### src/rtl/sha256_pkg.sv
// Shared definitions for the SHA-256 block sequencer: sequencer state codes and
// block/word geometry.
package sha256_pkg;

   localparam int unsigned SHA256_WORDS_PER_BLOCK = 16;
   localparam int unsigned SHA256_WORD_W          = 32;

   typedef enum logic [2:0] {
      IDLE      = 3'd0,
      NEWMSG    = 3'd1,
      LOAD      = 3'd2,
      WAIT_DONE = 3'd3,
      DIGEST    = 3'd4
   } seq_state_e;

endpackage

### src/rtl/sha256_block_sequencer.sv
// Feeds a valid/ready word stream into the SHA-256 core one 512-bit block at a time,
// chaining blocks of a message. SHA_SEQ_TIMEOUT_EN adds a WAIT_DONE watchdog.
module sha256_block_sequencer
   import sha256_pkg::*;
#(
   parameter int unsigned WORDS_PER_BLOCK = SHA256_WORDS_PER_BLOCK,
   parameter int unsigned BLK_CNT_W       = 16
`ifdef SHA_SEQ_TIMEOUT_EN
   , parameter int unsigned DONE_TIMEOUT  = 1023
`endif
) (
   input  logic                     iClk,
   input  logic                     iReset_n,
   input  logic                     iMsg_valid,
   output logic                     oMsg_ready,
   input  logic [SHA256_WORD_W-1:0] iMsg_data,
   input  logic                     iMsg_last,
   input  logic                     iAbort,
   output logic                     oCore_start,
   output logic                     oCore_data_valid,
   output logic [SHA256_WORD_W-1:0] oCore_data,
   output logic                     oCore_new_input_n,
   input  logic                     iCore_done,
   output logic                     oBusy,
   output logic                     oDigest_valid,
   output logic [BLK_CNT_W-1:0]     oBlock_count,
   output logic                     oTimeout
);

   localparam int unsigned IDX_W = $clog2(WORDS_PER_BLOCK);
   localparam logic [IDX_W-1:0] IDX_LAST = IDX_W'(WORDS_PER_BLOCK - 1);

   seq_state_e                state_q, state_d;
   logic [IDX_W-1:0]          idx_q, idx_d;
   logic                      last_blk_q, last_blk_d;
   logic [SHA256_WORD_W-1:0]  data_q, data_d;
   logic                      strobe_q, strobe_d;
   logic                      new_input_n_q, new_input_n_d;
   logic                      digest_q, digest_d;
   logic [BLK_CNT_W-1:0]      blk_cnt_q, blk_cnt_d;
   logic                      done_q;
   logic                      accept, done_rise, wdog_expire;

   // Ready is dropped combinationally under abort so a same-cycle word is never taken.
   assign oMsg_ready = (state_q == LOAD) && !iAbort;
   assign oBusy      = (state_q != IDLE);
   assign accept     = iMsg_valid && oMsg_ready;
   assign done_rise  = iCore_done && !done_q;

   always_comb begin
      state_d    = state_q;
      idx_d      = idx_q;
      last_blk_d = last_blk_q;
      data_d     = data_q;
      strobe_d   = 1'b0;
      blk_cnt_d  = blk_cnt_q;
      unique case (state_q)
         IDLE: begin
            if (iMsg_valid) state_d = NEWMSG;
         end
         NEWMSG: begin
            blk_cnt_d = '0;
            state_d   = LOAD;
         end
         LOAD: begin
            if (accept) begin
               data_d   = iMsg_data;
               strobe_d = 1'b1;
               if (idx_q == IDX_LAST) begin
                  idx_d      = '0;
                  last_blk_d = iMsg_last;
                  state_d    = WAIT_DONE;
               end else begin
                  idx_d = idx_q + IDX_W'(1);
               end
            end
         end
         WAIT_DONE: begin
            if (done_rise) begin
               if (blk_cnt_q != '1) blk_cnt_d = blk_cnt_q + BLK_CNT_W'(1);
               state_d = last_blk_q ? DIGEST : LOAD;
            end
         end
         DIGEST: begin
            last_blk_d = 1'b0;
            state_d    = IDLE;
         end
         default: state_d = IDLE;
      endcase
      // Abort and watchdog expiry drop the message; the block count is kept for software.
      if ((iAbort && (state_q != IDLE)) || wdog_expire) begin
         state_d    = IDLE;
         idx_d      = '0;
         last_blk_d = 1'b0;
      end
      new_input_n_d = (state_d != NEWMSG);
      digest_d      = (state_d == DIGEST);
   end

   always_ff @(posedge iClk) begin
      if (!iReset_n) begin
         state_q       <= IDLE;
         idx_q         <= '0;
         last_blk_q    <= 1'b0;
         data_q        <= '0;
         strobe_q      <= 1'b0;
         new_input_n_q <= 1'b1;
         digest_q      <= 1'b0;
         blk_cnt_q     <= '0;
         done_q        <= 1'b0;
      end else begin
         state_q       <= state_d;
         idx_q         <= idx_d;
         last_blk_q    <= last_blk_d;
         data_q        <= data_d;
         strobe_q      <= strobe_d;
         new_input_n_q <= new_input_n_d;
         digest_q      <= digest_d;
         blk_cnt_q     <= blk_cnt_d;
         done_q        <= iCore_done;
      end
   end

   assign oCore_start       = strobe_q;
   assign oCore_data_valid  = strobe_q;
   assign oCore_data        = data_q;
   assign oCore_new_input_n = new_input_n_q;
   assign oDigest_valid     = digest_q;
   assign oBlock_count      = blk_cnt_q;

`ifdef SHA_SEQ_TIMEOUT_EN
   localparam int unsigned WDOG_W = $clog2(DONE_TIMEOUT + 1);

   logic [WDOG_W-1:0] wdog_q, wdog_d;
   logic              timeout_q, timeout_d;

   // Counter restarts from zero on every entry into WAIT_DONE.
   always_comb begin
      wdog_d    = '0;
      timeout_d = timeout_q;
      if (state_q == WAIT_DONE) wdog_d = wdog_q + WDOG_W'(1);
      if (state_q == NEWMSG) timeout_d = 1'b0;
      if (wdog_expire) timeout_d = 1'b1;
   end

   assign wdog_expire = (state_q == WAIT_DONE) && !done_rise &&
                        (wdog_q == WDOG_W'(DONE_TIMEOUT - 1));

   always_ff @(posedge iClk) begin
      if (!iReset_n) begin
         wdog_q    <= '0;
         timeout_q <= 1'b0;
      end else begin
         wdog_q    <= wdog_d;
         timeout_q <= timeout_d;
      end
   end

   assign oTimeout = timeout_q;
`else
   assign wdog_expire = 1'b0;
   assign oTimeout    = 1'b0;
`endif

endmodule

### config.mk
export PLATFORM = sky130hd
export DESIGN_NAME = sha256_block_sequencer
export DESIGN_NICKNAME = d
export VERILOG_FILES = /design/src/rtl/sha256_pkg.sv /design/src/rtl/sha256_block_sequencer.sv
export SDC_FILE = /design/constraint.sdc
export NUM_CORES = 1
export LEC_CHECK = 0
export ABC_AREA = 1
export CAP_MARGIN = 20
export CORE_MARGIN = 2
export CORE_UTILIZATION = 40
export DETAILED_ROUTE_END_ITERATION = 16
export PLACE_DENSITY = 0.73
export SKIP_LAST_GASP = 1
export SYNTH_ARGS = -nofsm -noshare
export SYNTH_HDL_FRONTEND = slang
export SYNTH_SLANG_ARGS = --single-unit
### constraint.sdc
create_clock -name iClk -period 2.65 [get_ports iClk]
set_clock_uncertainty 0.2 [all_clocks]
set_input_delay 0.53 -clock iClk [delete_from_list [all_inputs] [get_ports iClk]]
set_output_delay 0.53 -clock iClk [all_outputs]
set_load 0.03 [all_outputs]
==> impl_metrics.py <==
metrics = {
    "pwr": {
        "power_per_cell_area_nw_per_um2": 530,
        "vdd.ir_drop.worst_mv": 0.311,
        "leakagePower_nw": 1.34,
    },
    "detailed_routing": {
        "vias": 2483,
        "number_of_nets_with_antenna_violations_after_routing": 0,
        "routed_wirelength_mm": 6.19,
        "vias_per_cell": 4.72,
        "avgRoutedWirePerCell_um": 11.8,
        "drcViolationCount": 0,
        "firstDrtPassIters": 4,
        "initialDrtViolationCount": 92,
    },
    "layout": {
        "final_design_utilization_pct": 59.6,
        "final.fill_count": 598,
        "mostFrequentLayoutCell": "sky130_fd_sc_hd__clkdlybuf4s50_1",
        "area_overhead_of_the_layout_relative_to_synthesis_pct": 44.5,
        "antenna_cells": 0,
        "nNetsFinal": 485,
        "final_layout_size_suffix_gt1_share_pct": 8.24,
        "layout_common_cells": "sky130_fd_sc_hd__clkdlybuf4s50_1 (90), sky130_fd_sc_hd__dfxtp_1 (60), sky130_fd_sc_hd__inv_1 (55), sky130_fd_sc_hd__nand2_1 (50), sky130_fd_sc_hd__a21oi_1 (45)",
    },
    "worst_setup_path": {
        "critical_path.reg2reg.endpoint": "oBlock_count[13]",
        "setup.worst_path.class": "flip-flop to primary output",
        "worst_ep_arrival_ns": 1.77,
        "worst_r2r_path_depth": 10,
        "rrSetupSlack_ns": 0.64,
        "critical_path_rt_ns": 1.92,
        "critical_path.startpoint_type": "flip-flop",
        "worst_setup_path_endpoint": "oBusy",
        "path_max_fanout": 7,
        "regToRegStartpoint": "oBlock_count[0]",
        "cp-startpoint": "state_q[1]",
        "critPathCaptureType": "primary output",
    },
    "clock_network": {
        "hold_buffers_post_cts": 0,
        "h_tree_levels": 3,
        "cts_buffers": 9,
        "clock_insertion_delay_worst_skew_ns": 0.34,
        "post_cts_resize_count": 0,
        "clk_pin_slew_worst_paths_ns": 0.07,
        "clock_sink_count": 60,
        "post_cts_buffers": 0,
        "cts_root_buf": "sky130_fd_sc_hd__clkbuf_8",
        "clk_path_buf_depth": 2,
        "tritoncts": "built",
    },
    "synthesis": {
        "synthesis.yosys.warnings": 0,
        "avgSynthCellArea_sq_um": 7.33,
        "async_reset_ff_share_pct": 0,
        "postSynthRegisterBits": 60,
        "synth_cell_types": 30,
        "ys.flop_type": "sky130_fd_sc_hd__dfxtp_1",
        "netlist_area_pre_place_sq_um": 2600,
        "synthCells": 355,
        "synth-seq-area-share_pct": 46.1,
        "postSynthNetCount": 395,
        "number_of_flops_mapped_to_enable_cells_by_yosys": 0,
    },
    "sta": {
        "timing.setup.tns_ns": 0,
        "grt_setup_unrepaired": "false",
        "final-max-slew-violation-count": 0,
        "period_minus_slack_ns": 2.50,
        "fmaxAchievable_ghz": 0.401,
        "finalHoldViolCount": 0,
        "fin_crit_sh_pct": 94.2,
        "final-setup-viol-count": 0,
    },
    "grt": {
        "first_global_vias": 2356,
        "grt.total_usage_pct": 18.4,
        "first_pass_grt_wire_length_mm": 10.6,
        "globalRouteOverflowTotal": 0,
        "grt_antenna_before_repair": 0,
        "grt_start_max_net_pins": 52,
    },
    "run": {
        "drv_cap": 0,
    },
    "outcome": {
        "status": "complete, no violations",
    },
    "die": {
        "fp.dieH_um": 84.7,
        "floorplan_die_area_sq_um": 7170,
        "starting_density_of_the_core_pct": 41.2,
        "rows": 29,
        "floorplan.die.width_um": 84.7,
        "boundaryPins": 93,
        "coreArea_sq_um": 6310,
    },
    "place": {
        "gp_routability_congestion": 0.771,
        "portbufs": 91,
        "detailed_place_hpwl_mm": 4.51,
    },
    "hold_path": {
        "hp-class": "flip-flop to flip-flop",
    },
}
==> layout make-up <==
class | count | area [sq um] | share of cell area (%)
Sequential cell | 60 | 1200 | 31.9
Multi-Input combinational cell | 219 | 1100 | 29.2
Timing Repair Buffer | 95 | 951 | 25.3
Inverter | 60 | 225 | 5.99
Clock buffer | 10 | 138 | 3.66
Tap cell | 77 | 96.3 | 2.56
Clock inverter | 5 | 52.6 | 1.40
==> sequential cells by signal, summed over array words and instances, names as in the netlist <==
register,count
oBlock_count,16
oCore_data,32
oCore_data_valid,1
oDigest_valid,1
last_blk_q,1
oCore_new_input_n,1
done_q,1
idx_q,4
state_q,3
==> worst min-delay path by stage <==
| stage | from | endpoint | depth (start not counted) |
|---|---|---|---|
| 6_report | oCore_data[0] | oCore_data[0] | 2 |
| 5_1_grt | oCore_data[10] | oCore_data[10] | 2 |
| 2_1_floorplan | idx_q[1] | idx_q[1] | 2 |
| 3_5_place_dp | oCore_data[7] | oCore_data[7] | 2 |
| 4_1_cts | oCore_data[31] | oCore_data[31] | 2 |
| 3_3_place_gp | oCore_data[13] | oCore_data[13] | 2 |
==> kinds of logic (layout without fill, tap and decap cells) <==
group                    Yosys count  after routing  synth area share [%]
AND/OR/NAND/NOR                  128            128                  22.6
AO/OA/AOI/OAI                     83             83                  16.8
buffers and inverters             76            170                  11.7
flip-flops                        60             60                  46.1
XOR/XNOR                           5              5                  1.68
adder cells (fa/ha/maj)            2              2                 0.961
other                              1              1                 0.144
==> worst max-delay path, cell delays in order, from the launching register on <==
cell and delay (ns):
sky130_fd_sc_hd__dfxtp_1 0.51, sky130_fd_sc_hd__nor2_1 0.13, sky130_fd_sc_hd__nand2_1 0.11, sky130_fd_sc_hd__clkdlybuf4s50_1 0.69
==> synthesized netlist by cell type, types with 5 or more instances <==
library cell / instances / area (sq um)
sky130_fd_sc_hd__a21oi_1: 45 / 225
sky130_fd_sc_hd__clkbuf_1: 10 / 37.5
sky130_fd_sc_hd__dfxtp_1: 60 / 1200
sky130_fd_sc_hd__inv_1: 55 / 206
sky130_fd_sc_hd__inv_2: 5 / 18.8
sky130_fd_sc_hd__nand2_1: 50 / 188
sky130_fd_sc_hd__nand3_1: 16 / 80.1
sky130_fd_sc_hd__nand4_1: 8 / 50.1
sky130_fd_sc_hd__nor2_1: 34 / 128
sky130_fd_sc_hd__nor3_1: 7 / 35.0
sky130_fd_sc_hd__o21ai_0: 34 / 170
==> report_power, final <==
| group | switching (W) | internal (W) | total (W) |
|---|---|---|---|
| Combinational | 0.000129 | 0.000113 | 0.000242 |
| Clock | 0.000360 | 0.000449 | 0.000809 |
| Sequential | 0.0000184 | 0.000924 | 0.000942 |
==> per-layer routing <==
metal	part of all wire (%)	global-route usage, %
met1	44	21.1
met2	43	27.8
met3	10	9.93
met4	2.3	9.38
met5	0	0
==> metrics by stage <==
step	hold WS (ns)	setup slack (ns)	instances	total power (W)	area, sq um
6_report	0.244	0.155	526	0.00199	3760
5_1_grt	0.264	0.0689	526	0.00208	3760
4_1_cts	0.247	0.139	526	0.00201	3760
3_5_place_dp	0.234	0.442	511	0.00120	3570
3_3_place_gp	0.230	0.490	511	0.00120	3570
2_1_floorplan	0.263	0.708	355	0.00109	2600
Power figures use the tool's default switching activity.
